--- src/rtl/sram_axi_bridge_pkg.sv ---
// Shared types and constants for the SRAM-to-AXI3 bridge.
package sram_axi_bridge_pkg;

  localparam int unsigned ADDR_W = 32;
  localparam int unsigned DATA_W = 32;
  localparam int unsigned ID_W   = 4;
  localparam int unsigned STRB_W = DATA_W / 8;

  typedef enum logic [2:0] {
    IDLE    = 3'd0,
    RD_ADDR = 3'd1,
    RD_DATA = 3'd2,
    WR_REQ  = 3'd3,
    WR_RESP = 3'd4
  } state_e;

  typedef enum logic {
    SRC_INST = 1'b0,
    SRC_DATA = 1'b1
  } src_e;

  localparam logic [1:0] BURST_INCR = 2'b01;

  localparam logic [1:0] SIZE_BYTE = 2'd0;
  localparam logic [1:0] SIZE_HALF = 2'd1;
  localparam logic [1:0] SIZE_WORD = 2'd2;

  // Request captured at acceptance; the core may change its inputs afterwards.
  typedef struct packed {
    src_e              src;
    logic              wr;
    logic [1:0]        size;
    logic [ADDR_W-1:0] addr;
    logic [DATA_W-1:0] wdata;
  } req_t;

endpackage

--- src/rtl/sram_axi_bridge_if.sv ---
// AXI3 single-beat master bus between the bridge and the SoC crossbar.
interface sram_axi_bridge_if;
  import sram_axi_bridge_pkg::*;

  logic [ID_W-1:0]   arid;
  logic [ADDR_W-1:0] araddr;
  logic [3:0]        arlen;
  logic [2:0]        arsize;
  logic [1:0]        arburst;
  logic [1:0]        arlock;
  logic [3:0]        arcache;
  logic [2:0]        arprot;
  logic              arvalid;
  logic              arready;

  logic [ID_W-1:0]   rid;
  logic [DATA_W-1:0] rdata;
  logic [1:0]        rresp;
  logic              rlast;
  logic              rvalid;
  logic              rready;

  logic [ID_W-1:0]   awid;
  logic [ADDR_W-1:0] awaddr;
  logic [3:0]        awlen;
  logic [2:0]        awsize;
  logic [1:0]        awburst;
  logic [1:0]        awlock;
  logic [3:0]        awcache;
  logic [2:0]        awprot;
  logic              awvalid;
  logic              awready;

  logic [ID_W-1:0]   wid;
  logic [DATA_W-1:0] wdata;
  logic [STRB_W-1:0] wstrb;
  logic              wlast;
  logic              wvalid;
  logic              wready;

  logic [ID_W-1:0]   bid;
  logic [1:0]        bresp;
  logic              bvalid;
  logic              bready;

  modport master (
    output arid, araddr, arlen, arsize, arburst, arlock, arcache, arprot, arvalid,
    input  arready,
    input  rid, rdata, rresp, rlast, rvalid,
    output rready,
    output awid, awaddr, awlen, awsize, awburst, awlock, awcache, awprot, awvalid,
    input  awready,
    output wid, wdata, wstrb, wlast, wvalid,
    input  wready,
    input  bid, bresp, bvalid,
    output bready
  );

  modport slave (
    input  arid, araddr, arlen, arsize, arburst, arlock, arcache, arprot, arvalid,
    output arready,
    output rid, rdata, rresp, rlast, rvalid,
    input  rready,
    input  awid, awaddr, awlen, awsize, awburst, awlock, awcache, awprot, awvalid,
    output awready,
    input  wid, wdata, wstrb, wlast, wvalid,
    output wready,
    output bid, bresp, bvalid,
    input  bready
  );

endinterface

--- src/rtl/sram_axi_bridge_wstrb_gen.sv ---
// Byte-lane strobe from access size and low address bits; size 3 behaves as word.
module sram_axi_bridge_wstrb_gen
  import sram_axi_bridge_pkg::*;
(
  input  logic [1:0]        size,
  input  logic [1:0]        addr_lo,
  output logic [STRB_W-1:0] wstrb_c
);

  always_comb begin
    wstrb_c = 4'b1111;
    case (size)
      SIZE_BYTE: wstrb_c = 4'b0001 << addr_lo;
      SIZE_HALF: wstrb_c = 4'b0011 << {addr_lo[1], 1'b0};
      default:   wstrb_c = 4'b1111;
    endcase
  end

endmodule

--- src/rtl/sram_axi_bridge.sv ---
// Arbitrates the core's inst/data SRAM-like ports onto one AXI3 master,
// one single-beat transaction in flight, data side first.
module sram_axi_bridge
  import sram_axi_bridge_pkg::*;
#(
  parameter logic [ID_W-1:0] ID_INST = 4'd0,
  parameter logic [ID_W-1:0] ID_DATA = 4'd1
) (
  input  logic              clk,
  input  logic              rst,

  input  logic              inst_req,
  input  logic              inst_wr,
  input  logic [1:0]        inst_size,
  input  logic [ADDR_W-1:0] inst_addr,
  input  logic [DATA_W-1:0] inst_wdata,
  output logic              inst_addr_ok,
  output logic              inst_data_ok,
  output logic [DATA_W-1:0] inst_rdata,

  input  logic              data_req,
  input  logic              data_wr,
  input  logic [1:0]        data_size,
  input  logic [ADDR_W-1:0] data_addr,
  input  logic [DATA_W-1:0] data_wdata,
  output logic              data_addr_ok,
  output logic              data_data_ok,
  output logic [DATA_W-1:0] data_rdata,

  sram_axi_bridge_if.master axi
);

  state_e            state;
  req_t              req;
  req_t              grant_req_c;
  logic              aw_done;
  logic              w_done;
  logic              idle_c;
  logic              grant_data_c;
  logic              grant_inst_c;
  logic              aw_hs_c;
  logic              w_hs_c;
  logic              resp_c;
  logic [ID_W-1:0]   id_c;
  logic [STRB_W-1:0] wstrb_c;
  logic              unused_c;

  assign idle_c       = (state == IDLE) && !rst;
  assign grant_data_c = idle_c && data_req;
  assign grant_inst_c = idle_c && inst_req && !data_req;
  assign aw_hs_c      = axi.awvalid && axi.awready;
  assign w_hs_c       = axi.wvalid && axi.wready;
  assign resp_c       = ((state == RD_DATA) && axi.rvalid) ||
                        ((state == WR_RESP) && axi.bvalid);

  // Request presented by the winning side this cycle.
  always_comb begin
    grant_req_c = '0;
    if (data_req) begin
      grant_req_c.src   = SRC_DATA;
      grant_req_c.wr    = data_wr;
      grant_req_c.size  = data_size;
      grant_req_c.addr  = data_addr;
      grant_req_c.wdata = data_wdata;
    end else begin
      grant_req_c.src   = SRC_INST;
      grant_req_c.wr    = inst_wr;
      grant_req_c.size  = inst_size;
      grant_req_c.addr  = inst_addr;
      grant_req_c.wdata = inst_wdata;
    end
  end

  always_ff @(posedge clk or posedge rst) begin
    if (rst) begin
      state   <= IDLE;
      req     <= '0;
      aw_done <= 1'b0;
      w_done  <= 1'b0;
    end else begin
      case (state)
        IDLE: begin
          if (grant_data_c || grant_inst_c) begin
            req     <= grant_req_c;
            aw_done <= 1'b0;
            w_done  <= 1'b0;
            state   <= grant_req_c.wr ? WR_REQ : RD_ADDR;
          end
        end
        RD_ADDR: if (axi.arready) state <= RD_DATA;
        RD_DATA: if (axi.rvalid)  state <= IDLE;
        WR_REQ: begin
          // AW and W complete independently, possibly in the same cycle.
          aw_done <= aw_done || aw_hs_c;
          w_done  <= w_done  || w_hs_c;
          if ((aw_done || aw_hs_c) && (w_done || w_hs_c)) state <= WR_RESP;
        end
        WR_RESP: if (axi.bvalid) state <= IDLE;
        default: state <= IDLE;
      endcase
    end
  end

  sram_axi_bridge_wstrb_gen u_wstrb_gen (
    .size    (req.size),
    .addr_lo (req.addr[1:0]),
    .wstrb_c (wstrb_c)
  );

  assign id_c = (req.src == SRC_DATA) ? ID_DATA : ID_INST;

  assign axi.arid    = id_c;
  assign axi.araddr  = req.addr;
  assign axi.arlen   = 4'd0;
  assign axi.arsize  = {1'b0, req.size};
  assign axi.arburst = BURST_INCR;
  assign axi.arlock  = 2'd0;
  assign axi.arcache = 4'd0;
  assign axi.arprot  = 3'd0;
  assign axi.arvalid = (state == RD_ADDR);
  assign axi.rready  = (state == RD_DATA);

  assign axi.awid    = id_c;
  assign axi.awaddr  = req.addr;
  assign axi.awlen   = 4'd0;
  assign axi.awsize  = {1'b0, req.size};
  assign axi.awburst = BURST_INCR;
  assign axi.awlock  = 2'd0;
  assign axi.awcache = 4'd0;
  assign axi.awprot  = 3'd0;
  assign axi.awvalid = (state == WR_REQ) && !aw_done;

  assign axi.wid     = id_c;
  assign axi.wdata   = req.wdata;
  assign axi.wstrb   = wstrb_c;
  assign axi.wlast   = 1'b1;
  assign axi.wvalid  = (state == WR_REQ) && !w_done;
  assign axi.bready  = (state == WR_RESP);

  assign inst_addr_ok = grant_inst_c;
  assign data_addr_ok = grant_data_c;
  assign inst_data_ok = resp_c && (req.src == SRC_INST);
  assign data_data_ok = resp_c && (req.src == SRC_DATA);
  assign inst_rdata   = axi.rdata;
  assign data_rdata   = axi.rdata;

  // Response IDs and error codes carry no information for a single in-order transaction.
  assign unused_c = ^{axi.rid, axi.rresp, axi.rlast, axi.bid, axi.bresp};

endmodule
--- src/flat_wrapper.sv ---
// flat-port wrapper written by rule: the top's interface ports become plain ports
module sram_axi_bridge_flat import sram_axi_bridge_pkg::*;
#(
  parameter logic [ID_W-1:0] ID_INST = 4'd0,
  parameter logic [ID_W-1:0] ID_DATA = 4'd1
)
  (clk, rst, inst_req, inst_wr, inst_size, inst_addr, inst_wdata, inst_addr_ok, inst_data_ok, inst_rdata, data_req, data_wr, data_size, data_addr, data_wdata, data_addr_ok, data_data_ok, data_rdata, axi_arid, axi_araddr, axi_arlen, axi_arsize, axi_arburst, axi_arlock, axi_arcache, axi_arprot, axi_arvalid, axi_arready, axi_rid, axi_rdata, axi_rresp, axi_rlast, axi_rvalid, axi_rready, axi_awid, axi_awaddr, axi_awlen, axi_awsize, axi_awburst, axi_awlock, axi_awcache, axi_awprot, axi_awvalid, axi_awready, axi_wid, axi_wdata, axi_wstrb, axi_wlast, axi_wvalid, axi_wready, axi_bid, axi_bresp, axi_bvalid, axi_bready);
  sram_axi_bridge_if axi_i ();
  input  logic clk;
  input  logic rst;
  input  logic inst_req;
  input  logic inst_wr;
  input  logic [1:0] inst_size;
  input  logic [ADDR_W-1:0] inst_addr;
  input  logic [DATA_W-1:0] inst_wdata;
  output logic inst_addr_ok;
  output logic inst_data_ok;
  output logic [DATA_W-1:0] inst_rdata;
  input  logic data_req;
  input  logic data_wr;
  input  logic [1:0] data_size;
  input  logic [ADDR_W-1:0] data_addr;
  input  logic [DATA_W-1:0] data_wdata;
  output logic data_addr_ok;
  output logic data_data_ok;
  output logic [DATA_W-1:0] data_rdata;
  output wire logic [$bits(axi_i.arid)-1:0] axi_arid;
  output wire logic [$bits(axi_i.araddr)-1:0] axi_araddr;
  output wire logic [$bits(axi_i.arlen)-1:0] axi_arlen;
  output wire logic [$bits(axi_i.arsize)-1:0] axi_arsize;
  output wire logic [$bits(axi_i.arburst)-1:0] axi_arburst;
  output wire logic [$bits(axi_i.arlock)-1:0] axi_arlock;
  output wire logic [$bits(axi_i.arcache)-1:0] axi_arcache;
  output wire logic [$bits(axi_i.arprot)-1:0] axi_arprot;
  output wire logic [$bits(axi_i.arvalid)-1:0] axi_arvalid;
  input wire logic [$bits(axi_i.arready)-1:0] axi_arready;
  input wire logic [$bits(axi_i.rid)-1:0] axi_rid;
  input wire logic [$bits(axi_i.rdata)-1:0] axi_rdata;
  input wire logic [$bits(axi_i.rresp)-1:0] axi_rresp;
  input wire logic [$bits(axi_i.rlast)-1:0] axi_rlast;
  input wire logic [$bits(axi_i.rvalid)-1:0] axi_rvalid;
  output wire logic [$bits(axi_i.rready)-1:0] axi_rready;
  output wire logic [$bits(axi_i.awid)-1:0] axi_awid;
  output wire logic [$bits(axi_i.awaddr)-1:0] axi_awaddr;
  output wire logic [$bits(axi_i.awlen)-1:0] axi_awlen;
  output wire logic [$bits(axi_i.awsize)-1:0] axi_awsize;
  output wire logic [$bits(axi_i.awburst)-1:0] axi_awburst;
  output wire logic [$bits(axi_i.awlock)-1:0] axi_awlock;
  output wire logic [$bits(axi_i.awcache)-1:0] axi_awcache;
  output wire logic [$bits(axi_i.awprot)-1:0] axi_awprot;
  output wire logic [$bits(axi_i.awvalid)-1:0] axi_awvalid;
  input wire logic [$bits(axi_i.awready)-1:0] axi_awready;
  output wire logic [$bits(axi_i.wid)-1:0] axi_wid;
  output wire logic [$bits(axi_i.wdata)-1:0] axi_wdata;
  output wire logic [$bits(axi_i.wstrb)-1:0] axi_wstrb;
  output wire logic [$bits(axi_i.wlast)-1:0] axi_wlast;
  output wire logic [$bits(axi_i.wvalid)-1:0] axi_wvalid;
  input wire logic [$bits(axi_i.wready)-1:0] axi_wready;
  input wire logic [$bits(axi_i.bid)-1:0] axi_bid;
  input wire logic [$bits(axi_i.bresp)-1:0] axi_bresp;
  input wire logic [$bits(axi_i.bvalid)-1:0] axi_bvalid;
  output wire logic [$bits(axi_i.bready)-1:0] axi_bready;
  assign axi_arid = axi_i.arid;
  assign axi_araddr = axi_i.araddr;
  assign axi_arlen = axi_i.arlen;
  assign axi_arsize = axi_i.arsize;
  assign axi_arburst = axi_i.arburst;
  assign axi_arlock = axi_i.arlock;
  assign axi_arcache = axi_i.arcache;
  assign axi_arprot = axi_i.arprot;
  assign axi_arvalid = axi_i.arvalid;
  assign axi_i.arready = axi_arready;
  assign axi_i.rid = axi_rid;
  assign axi_i.rdata = axi_rdata;
  assign axi_i.rresp = axi_rresp;
  assign axi_i.rlast = axi_rlast;
  assign axi_i.rvalid = axi_rvalid;
  assign axi_rready = axi_i.rready;
  assign axi_awid = axi_i.awid;
  assign axi_awaddr = axi_i.awaddr;
  assign axi_awlen = axi_i.awlen;
  assign axi_awsize = axi_i.awsize;
  assign axi_awburst = axi_i.awburst;
  assign axi_awlock = axi_i.awlock;
  assign axi_awcache = axi_i.awcache;
  assign axi_awprot = axi_i.awprot;
  assign axi_awvalid = axi_i.awvalid;
  assign axi_i.awready = axi_awready;
  assign axi_wid = axi_i.wid;
  assign axi_wdata = axi_i.wdata;
  assign axi_wstrb = axi_i.wstrb;
  assign axi_wlast = axi_i.wlast;
  assign axi_wvalid = axi_i.wvalid;
  assign axi_i.wready = axi_wready;
  assign axi_i.bid = axi_bid;
  assign axi_i.bresp = axi_bresp;
  assign axi_i.bvalid = axi_bvalid;
  assign axi_bready = axi_i.bready;
  sram_axi_bridge #(.ID_INST(ID_INST), .ID_DATA(ID_DATA)) u_core (.clk(clk), .rst(rst), .inst_req(inst_req), .inst_wr(inst_wr), .inst_size(inst_size), .inst_addr(inst_addr), .inst_wdata(inst_wdata), .inst_addr_ok(inst_addr_ok), .inst_data_ok(inst_data_ok), .inst_rdata(inst_rdata), .data_req(data_req), .data_wr(data_wr), .data_size(data_size), .data_addr(data_addr), .data_wdata(data_wdata), .data_addr_ok(data_addr_ok), .data_data_ok(data_data_ok), .data_rdata(data_rdata), .axi(axi_i));
endmodule
--- config.mk ---
export PLATFORM = sky130hd
export DESIGN_NAME = sram_axi_bridge_flat
export DESIGN_NICKNAME = d
export VERILOG_FILES = /design/src/rtl/sram_axi_bridge_pkg.sv /design/src/rtl/sram_axi_bridge_if.sv /design/src/rtl/sram_axi_bridge_wstrb_gen.sv /design/src/rtl/sram_axi_bridge.sv /design/src/flat_wrapper.sv
export SDC_FILE = /design/constraint.sdc
export NUM_CORES = 1
export LEC_CHECK = 0
export ABC_CLOCK_PERIOD_IN_PS = 2500
export CAP_MARGIN = 0
export CELL_PAD_IN_SITES_DETAIL_PLACEMENT = 2
export CELL_PAD_IN_SITES_GLOBAL_PLACEMENT = 2
export CORE_ASPECT_RATIO = 2
export CORE_MARGIN = 5
export CORE_UTILIZATION = 16
export CTS_CLUSTER_SIZE = 28
export DETAILED_ROUTE_END_ITERATION = 8
export PLACE_DENSITY_LB_ADDON = 0.1
export SLEW_MARGIN = 30
export SYNTH_ARGS = -nofsm -noshare
export SYNTH_HDL_FRONTEND = slang
export SYNTH_SLANG_ARGS = --single-unit
--- constraint.sdc ---
create_clock -name clk -period 2.5 [get_ports clk]
set_input_delay 0.75 -clock clk [delete_from_list [all_inputs] [get_ports clk]]
set_output_delay 0.75 -clock clk [all_outputs]
set_load 0.1 [all_outputs]
==> metrics.cfg <==
[setup_path]
startpoint_type = primary input
path_max_fanout = 2
path_class = in2out
worstPathArrival_ps = 1630
r2r_slack_ps = 590
rr_worst_depth = 5
cp_data_required_time_ps = 1750
end_kind = primary output
r2r-end = u_core.axi.wdata[10]
reg2reg_from = u_core.state[0]

[timing]
slew_violations = 0
max_freq_mhz = 420
rsz0062_at_grt = false
hold_violations = 0
period_share_pct = 95.2
setup_violations = 0
finalCriticalPeriod_ps = 2380
finClkSkew_ps = 3.87

[placed_design]
dpl_cell_area_um2 = 6860
io_buffers = 258
dp_hpwl_mm = 14.8
gp_congestion = 0.710

[synthesis]
ys_top_cells_by_area = dfrtp_1, mux2_2, buf_4
yosys.cell_types.count = 28
yosys_warnings = 0
async_flop_share_pct = 100
seq_area_frac_synth_pct = 37.6
yosys.area.top_type = dfrtp_1
ys_dominant_reg_cell = dfrtp_1
synth_top_area_share_pct = 37.6
syn_inst = 408
mappedNetlistArea_um2 = 4790
synth_seq_cells = 72
synth_edf_count = 0
syn_area_per_cell_um2 = 11.7

[die]
core_um2 = 29500
die-height_um = 255
rows = 89
start_util_pct = 16.2
chipWidth_um = 132
pin_count = 410
die_area_um2 = 33700

[detailed_routing]
first_pass_iters = 3
wl_mm = 18.2
wl_per_cell_um = 19.4
vias = 3403
drt-vias-per-instance = 3.63
ant_nets = 0
drt_first_iter_violations = 40
drc = 0

[job]
max-cap-violations = 0

[cts]
insertion_delay_ps = 350
cts_buffers = 9
cts_tree = built
path_clk_slew_ps = 60
cts_buffer_depth = 2
postCtsSetupRepairBufs = 0
cts_max_level = 3
clkSinkCount = 72
cts_root_buffer = clkbuf_16

[cells_and_area]
regArea_um2 = 1810
multi_input_area_um2 = 1990
syn_to_final_growth_pct = 48.7
final_util_pct = 24.1
fin_nets = 757
postLayoutCellArea_um2 = 7120
most-common-layout-cells = clkdlybuf4s50_1, mux2_2, buf_4
layout_commonest_cell = clkdlybuf4s50_1
drive_gt1_share_pct = 51.0
fill_cells = 3220

[hold_path]
whs_endpoint = u_core.axi.wdata[26]
min_path_cells = 1
hold_path.startpoint = u_core.axi.wdata[26]
hold_class = reg2reg

[grt]
antenna_found_initial = 1
grt_usage_pct = 10.6
grt_pass1_wl_mm = 26.6
overflow = 0
grt_max_degree = 43
grt_pass1_vias = 4139

[run_status]
status = completed

## state kept, by name, indices dropped and copies added (netlist names)
signal,count
u_core.axi.wdata,32
u_core.axi.arsize,2
u_core.state,3
u_core.aw_done,1
u_core.req,1
u_core.w_done,1
u_core.axi.araddr,32
## per-stage QoR
step           setup slack [ps]  TNS (ps)  hold slack [ps]  instances
5_1_grt                    16.2         0              524        938
2_1_floorplan              -273      -273              504        448
3_3_place_gp               -195     -1780              497        922
3_5_place_dp               -189     -3190              496        922
6_report                    121         0              508        938
4_1_cts                   -19.3     -19.3              515        937
## how the worst max path moves through the flow
stage,end,startpoint,slack (ps),cells after the start
after floorplan,axi_wstrb[3],u_core.axi.araddr[0],-270,2
final,data_data_ok,axi_bvalid,120,5
after detailed placement,inst_data_ok,axi_bvalid,-190,5
after global routing,inst_addr_ok,u_core.state[0],20,4
after CTS,inst_addr_ok,rst,-20,5
after global placement,inst_data_ok,axi_bvalid,-200,5
## synthesized netlist by cell type, types with 2 or more instances
master,count
mux2_4,6
o21bai_1,2
nand2_1,3
nand2b_1,2
buf_6,2
buf_4,147
a21o_1,4
a21oi_1,3
and2_1,2
mux2_2,124
nand3b_1,3
clkbuf_1,8
conb_1,2
mux2i_1,3
dfrtp_1,72
inv_1,3
nor2b_1,4
buf_12,2
nor2_1,7
## repair_timing
item	in CTS	in global routing
pin swaps	3	1
setup endpoints to repair	4	5
hold buffers	0	0
resized for setup	7	1
## kinds of logic after synthesis
family / synth area share [%]
buffers and inverters: 25.2
DFF: 37.6
other: 0.157
AOI/OAI and AO/OA: 2.17
muxes: 31.7
and+or+nand+nor: 3.19
## critical path, cell delays in order
cell and delay [ps]:
dlygate4sd2_1 240, nand3b_1 110, a21oi_2 170, and2_2 180, buf_12 170
## cell type report
class | count | share of cell area [%]
Antenna cell | 1 | 0.0351
Clock buffer | 11 | 3.27
Clock inverter | 4 | 0.316
Inverter | 3 | 0.211
Multi-Input combinational cell | 214 | 28.0
Sequential cell | 72 | 25.3
Tap cell | 364 | 6.39
Timing Repair Buffer | 269 | 36.4
## metal layers
layer / track usage [%] / vias to the layer above / share of wire [%]
li1: - / 1521 / -
met1: 8.60 / 1661 / 28
met2: 21.9 / 160 / 62
met3: 3.00 / 61 / 6.5
met4: 5.88 / 0 / 3.5
met5: 0 / - / 0
Power is not shown: default switching activity piles up to over one toggle a cycle in this logic, so the estimate is an artifact.
